[src/rtl/alu_req_arbiter.sv]
// Round-robin arbiter sharing one combinational ALU between two requesters.
// Holds ALU inputs for a settle window, then returns the tagged result on a valid/ready channel.
module alu_req_arbiter #(
   parameter int DW            = 16,
   parameter int SETTLE_CYCLES = 2
) (
   input  logic            clk,
   input  logic            rst,
   input  logic [1:0]      req_valid,
   output logic [1:0]      req_ready,
   input  logic [2:0]      req_op0,
   input  logic [2:0]      req_op1,
   input  logic [DW-1:0]   req_a0,
   input  logic [DW-1:0]   req_a1,
   input  logic [DW-1:0]   req_b0,
   input  logic [DW-1:0]   req_b1,
   output logic [DW-1:0]   alu_inp1,
   output logic [DW-1:0]   alu_inp2,
   output logic [2:0]      alu_op_code,
   input  logic [2*DW-1:0] alu_result,
   output logic            rsp_valid,
   input  logic            rsp_ready,
   output logic            rsp_id,
   output logic [2*DW-1:0] rsp_result,
   output logic            rsp_err,
   output logic            busy
);

   localparam int         CW     = 4;
   localparam logic [2:0] OP_DIV = 3'b011;

   typedef enum logic [1:0] {
      IDLE,
      ISSUE,
      RESP
   } state_t;

   state_t          state_q;
   state_t          state_d;
   logic            last_grant;
   logic            grant;
   logic            id_q;
   logic [CW-1:0]   settle_cnt;
   logic [2:0]      sel_op;
   logic [DW-1:0]   sel_a;
   logic [DW-1:0]   sel_b;
   logic            accept;
   logic            capture;
   logic            div_zero;

   // On a tie the requester that did not win last time gets the grant.
   always_comb begin
      grant    = (req_valid == 2'b11) ? ~last_grant : req_valid[1];
      sel_op   = grant ? req_op1 : req_op0;
      sel_a    = grant ? req_a1  : req_a0;
      sel_b    = grant ? req_b1  : req_b0;
      div_zero = (sel_op == OP_DIV) && (sel_b == '0);
   end

   always_comb begin
      state_d   = state_q;
      req_ready = 2'b00;
      accept    = 1'b0;
      capture   = 1'b0;
      case (state_q)
         IDLE: begin
            if (!rst && (req_valid != 2'b00)) begin
               accept    = 1'b1;
               req_ready = grant ? 2'b10 : 2'b01;
               state_d   = div_zero ? RESP : ISSUE;
            end
         end
         ISSUE: begin
            if (settle_cnt == '0) begin
               capture = 1'b1;
               state_d = RESP;
            end
         end
         RESP: begin
            if (rsp_ready) begin
               state_d = IDLE;
            end
         end
         default: state_d = IDLE;
      endcase
   end

   always_ff @(posedge clk) begin
      if (rst) begin
         state_q <= IDLE;
      end else begin
         state_q <= state_d;
      end
   end

   // The ALU registers double as the command latch; they are cleared on capture so
   // the ALU sees zeros outside the settle window.
   always_ff @(posedge clk) begin
      if (rst) begin
         last_grant  <= 1'b1;
         id_q        <= 1'b0;
         settle_cnt  <= '0;
         alu_inp1    <= '0;
         alu_inp2    <= '0;
         alu_op_code <= '0;
         rsp_id      <= 1'b0;
         rsp_result  <= '0;
         rsp_err     <= 1'b0;
      end else begin
         if (accept) begin
            last_grant <= grant;
            id_q       <= grant;
            if (div_zero) begin
               rsp_id     <= grant;
               rsp_result <= '0;
               rsp_err    <= 1'b1;
            end else begin
               alu_inp1    <= sel_a;
               alu_inp2    <= sel_b;
               alu_op_code <= sel_op;
               settle_cnt  <= CW'(SETTLE_CYCLES - 1);
            end
         end
         if (state_q == ISSUE) begin
            if (capture) begin
               rsp_result  <= alu_result;
               rsp_err     <= 1'b0;
               rsp_id      <= id_q;
               alu_inp1    <= '0;
               alu_inp2    <= '0;
               alu_op_code <= '0;
            end else begin
               settle_cnt <= settle_cnt - CW'(1);
            end
         end
      end
   end

   assign rsp_valid = (state_q == RESP);
   assign busy      = (state_q != IDLE);

endmodule

[config.mk]
export PLATFORM = sky130hd
export DESIGN_NAME = alu_req_arbiter
export DESIGN_NICKNAME = d
export VERILOG_FILES = /design/src/rtl/alu_req_arbiter.sv
export SDC_FILE = /design/constraint.sdc
export NUM_CORES = 1
export LEC_CHECK = 0
export ABC_AREA = 1
export BUFFER_PORTS_ARGS = -buffer_cell sky130_fd_sc_hd__buf_2
export CORE_ASPECT_RATIO = 0.8
export CORE_MARGIN = 1.5
export CORE_UTILIZATION = 46
export DETAILED_ROUTE_END_ITERATION = 10
export PLACE_DENSITY = 0.8
export SYNTH_ARGS = -nofsm -noshare
export SYNTH_HDL_FRONTEND = slang
export SYNTH_SLANG_ARGS = --single-unit
[constraint.sdc]
create_clock -name clk -period 2 [get_ports clk]
set_input_delay 0 -clock clk [delete_from_list [all_inputs] [get_ports clk]]
set_output_delay 0 -clock clk [all_outputs]
set_load 0.02 [all_outputs]
[Yosys cells after proc, flatten, opt, wreduce, memory -nomap -nowiden]
Cells that the tools add are included.
Operators by class
  $add $sub $neg: 1
  multipliers: 0
  div/mod/pow operators: 0
  $lt $le $gt $ge: 0
  equal/unequal tests: 7
  shifts and indexed selects: 0
  multiplexer cells: 44
  bitwise operators: 1
  reduce and logical (&&, ||, !) cells: 9
Operator list (count)
  $mux W16: 10
  $mux W32: 4
  $logic_not A16 Y1: 1
  $mux W4: 4
  $mux W3: 5
  $mux W2: 7
  $mux W1: 13
  $pmux W2 S3: 1
  $eq A2 B2 Y1 const B: 2
  $logic_not A4 Y1: 1
  $ne A2 B2 Y1 const B: 2
  $reduce_bool A2 Y1: 2
  $sub A4 B1 Y4 const B: 1
  $eq A3 B2 Y1 const B: 1
  $reduce_and A3 Y1: 1
  $eq A2 B1 Y1 const B: 1
  $logic_and A1 B1 Y1: 2
  $logic_not A2 Y1: 1
  $ne A2 B1 Y1 const B: 1
  $logic_not A1 Y1: 1
  $not A1 Y1: 1
Word-level totals
  register bits after elaboration: 77
  bits in latches: 0
  bits in writable memories: 0
  ROM bits: 0
  output and inout port bits: 73
  logic and storage cells: 72
  memories: 0

[Depth between registers and ports, before layout]
  depth after elaboration: 9
  depth in mapped cells: 16
  gate-level depth less buffers: 13

[Worst setup path before layout]
Ideal clock, no wire load.
  kind: register to register
  start: register last_grant
  end: register alu_inp2[11]
  arrival: 1.588 ns
  required time: 1.887 ns
  slack: 0.300 ns
  cell stages (with the launch flop): 16
  path buffers: 3
  clock period less this slack: 1.700 ns
  cell sequence: dfxtp_1 > nand2_2 > nand2_4 > buf_6 > nand2_1 > nand2_1 > nor2_1 > nand3_1 > nor2_2 > nand2_2 > nand2_4 > buf_6 > buf_6 > nand2_1 > nand2_1 > nor2_1
On the way
  word-level cells in the longest chain between the ends: 9
RTL lines
  start: declaration: line 40  | logic last_grant;
  start signal: assignment: line 111  | last_grant <= grant;
  $not A1 Y1 (*): line 53  | grant = (req_valid == 2'b11) ? ~last_grant : req_valid[1];
  $mux W1 (*): line 53
  $mux W16 / $mux W3 (equally long branches): line 56, 54
  $logic_not A16 Y1 / $eq A3 B2 Y1 (equally long branches): line 57  | div_zero = (sel_op == OP_DIV) && (sel_b == '0);
  $logic_and A1 B1 Y1: line 57
  $mux W16 (*): line 113  | if (div_zero) begin
  $mux W16 (*): line 110  | if (accept) begin
  $mux W16: line 125  | if (capture) begin
  $mux W16 (*): line 124  | if (state_q == ISSUE) begin
  end signal: assignment: line 119  | alu_inp2 <= sel_b;
  end: declaration: line 18  | output logic [DW-1:0] alu_inp2,
Mark *: on every way between the ends. The rest lies on a longest branch, timed or not.
A chain may end at the register's enable or synchronous reset.

[Final worst setup path]
  start: register last_grant
  end: register rsp_id
On the way
  word-level cells in the longest chain between the ends: 9
RTL lines
  $not A1 Y1 (*): line 53
  $mux W1 (*): line 53
  $mux W16 / $mux W3 (equally long branches): line 56, 54
  $logic_not A16 Y1 / $eq A3 B2 Y1 (equally long branches): line 57
  $logic_and A1 B1 Y1: line 57
  $mux W1 (*): line 113
  $mux W1 (*): line 110
  $mux W1: line 125
  $mux W1 (*): line 124
  end signal: assignment: line 114  | rsp_id <= grant;
  end signal: assignment: line 128  | rsp_id <= id_q;
  end: declaration: line 23  | output logic rsp_id,
Marked as above.

==> metrics.json <==
{
  "dieArea_um2": 8400,
  "timing.critical_path.fanout_max": 34,
  "synth_area_um2": 3610,
  "min_path_cells": 5,
  "timing.final.setup_violations": 0,
  "vias_per_cell": 4.82,
  "floorplan.core_area_um2": 7500,
  "outcome": "completed",
  "worstSkewPairLatency_ps": 350,
  "timing.setup.critical_path_class": "reg -> reg",
  "min_path_type": "in -> reg",
  "period_utilization": 0.937,
  "tritoncts": "done",
  "finalSetupTns_ps": 0,
  "fin_area_um2": 5520,
  "tritoncts.num_buffers": 9,
  "cellPowerDensity_nw_per_um2": 761,
  "maxClockFrequency_ghz": 0.534,
  "ant_nets": 0,
  "areaGrowthSynthToFinish_pct": 52.7,
  "worst_r2r_startpoint": "last_grant",
  "synth.net_count": 651,
  "post_dp_cell_area_um2": 4590,
  "gp_congestion": 0.829,
  "slew_violations": 0,
  "die_width_um": 102,
  "num-nets-final": 885,
  "place.port_buffers": 179,
  "boundaryPins": 180,
  "detailroute.via_count": 4271,
  "layout-drive-gt1-share": 0.301,
  "rows": 28,
  "synth.avg_cell_area_um2": 6.67,
  "timing.hold.worst_endpoint": "alu_inp2[12]",
  "r2r_setup_slack_ps": 130,
  "cts_htree_levels": 3,
  "dp_cells": 808,
  "rsz_0062_raised_after_global_routing": "true",
  "cts_buffer_depth": 2,
  "fill_cells": 622,
  "fp.dieH_um": 82.3,
  "endpoint_kind": "register",
  "drt_drc_violations_left": 0,
  "crit_arrival_ps": 2130,
  "cells_after_synth": 542,
  "worst_hold_startpoint": "req_b0[12]",
  "grt_usage": 0.258,
  "grt_max_degree": 36,
  "fin_worst_hold_slack_ps": 10.1,
  "static-leakage-power_nw": 2.86,
  "number_of_warnings_reported_in_the_yosys_synthesis_log": 0,
  "initial_core_util": 0.482,
  "first_iter_violations": 158,
  "crit-reg2reg-capture": "rsp_id",
  "clk_pin_slew_worst_paths_ps": 80,
  "wire_length_of_the_first_global_routing_pass_um": 17100,
  "diodes": 0,
  "detailedPlacementHpwl_um": 7330,
  "setup.worst_path.start_class": "register",
  "drt_pass1_iterations": 4,
  "fraction_of_the_yosys_area_taken_by_sequential_cells": 0.427,
  "routed_wire_length_per_instance_um": 12.5,
  "yosysUniqueCellTypes": 25,
  "max_cap_violations": 0,
  "fin_worst_skew_ps": 4.17,
  "pre_cts_slack_ps": -62.5,
  "report.final.hold_viol_count": 0,
  "slew_headroom": 0.532,
  "finalCriticalPeriod_ps": 1870,
  "worst_pin_slew_ps": 701,
  "cp.required_ps": 2250,
  "clock-root-buffer": "clkbuf_8",
  "grt_antenna_before_repair": 0,
  "postLayoutSetupSlackWorst_ps": 126,
  "ys_ff_latch": 77,
  "cts_num_sinks": 77,
  "vdd.ir_drop.worst_v": 0.000519,
  "worst_r2r_path_depth": 11,
  "detail_route.wirelength_um": 11100,
  "globalRoute.totalOverflow": 0,
  "layout.cells.non_filler": 886,
  "number_of_global_route_vias_before_repair": 3882
}
## cells in the final DEF (no fill, tap or decap), types with 3 or more instances in the layout
master         instances
nor2_4                 3
bufinv_16              3
dlygate4sd3_1         58
nand2_1              167
nand3_1               44
dfxtp_1               76
a21oi_2                4
clkbuf_8               9
nand2_2                3
a21oi_1               43
nand3b_1               7
nor2_1                77
buf_6                  4
buf_4                 10
o21ai_0               23
inv_1                 43
buf_2                179
nand2_4                3
## logic make-up (layout without fill, tap and decap cells)
family / after synthesis / in the layout / share of synthesized area
buf+inv: 78 / 316 / 0.100
compound gates: 73 / 73 / 0.106
fa+ha+maj: 2 / 2 / 0.00692
flops: 77 / 77 / 0.427
xor+xnor: 2 / 2 / 0.00485
simple gates: 310 / 311 / 0.356
## worst max path at each step
stage                   endpoint     startpoint  slack [ps]
floorplan           alu_inp2[11]     last_grant         300
global placement    alu_inp1[15]  settle_cnt[1]         -10
detailed placement   alu_inp1[0]  settle_cnt[1]         -60
CTS                 req_ready[0]            rst          10
global route              rsp_id     last_grant         -80
finish                    rsp_id     last_grant         130
## Yosys cell counts, drive strengths merged
cell    count  area [um^2]
nand4       1         6.26
a31oi       1         6.26
nand3      44          220
clkbuf     14         52.6
dfxtp      77         1540
a21oi      47          250
xor2        2         17.5
buf        18          138
or2         2         12.5
nand3b      7         52.6
clkinv      1         3.75
nor2       82          313
o21ai      25          125
nand2     174          681
inv        45          169
ha          2         25.0
## per-layer routing
layer | up-vias | routed length, um | global-route usage
li1 | 2165 | - | -
met1 | 1915 | 4500 | 0.287
met2 | 167 | 5520 | 0.462
met3 | 24 | 795 | 0.0732
met4 | 0 | 293 | 0.112
met5 | - | 0 | 0
## area by class of cell
cell class	instances	area, um^2	share of cell area
Multi-Input combinational cell	388	1770	0.321
Timing Repair Buffer	254	1650	0.299
Sequential cell	77	1540	0.280
Inverter	46	174	0.0315
Tap cell	105	131	0.0238
Clock buffer	9	124	0.0225
Clock inverter	7	123	0.0222
## where the power goes
| group | internal [mW] | switching [mW] |
|---|---|---|
| logic | 0.440 | 0.619 |
| registers | 1.66 | 0.0632 |
| clock network | 0.834 | 0.585 |
## critical path: stages (launching register included)
cell and delay (ps):
dfxtp_2 340, nand2_4 90, nand2_8 120, o21ai_0 310, nand2_1 110, nor2_2 210
nand3_1 150, buf_12 200, nand2_1 70, nand3_1 60, nand2_1 70, inv_1 30
## stage by stage
| stage | utilization | power, mW |
|---|---|---|
| after detailed placement | 0.612 | 2.67 |
| after floorplan | - | 2.35 |
| final | 0.736 | 4.20 |
| after global placement | 0.612 | 2.65 |
| after global routing | 0.736 | 4.44 |
| after CTS | 0.726 | 4.20 |
## state kept, by name (all words and copies together) (netlist names)
register / flops
alu_inp2: 16
id_q: 1
settle_cnt: 4
alu_inp1: 16
last_grant: 1
state_q: 2
alu_op_code: 3
rsp_err: 1
rsp_result: 32
rsp_id: 1
## timing repair
| action | in CTS | in global routing |
|---|---|---|
| gates resized for setup | 6 | 10 |
| hold buffers | 58 | 0 |
| gates cloned | 0 | 1 |
| setup endpoints to repair | 55 | 72 |
| hold endpoints to repair | 54 | 0 |
| pin swaps | 1 | 1 |
| buffers inserted | 0 | 3 |
Power figures use the tool's default switching activity.
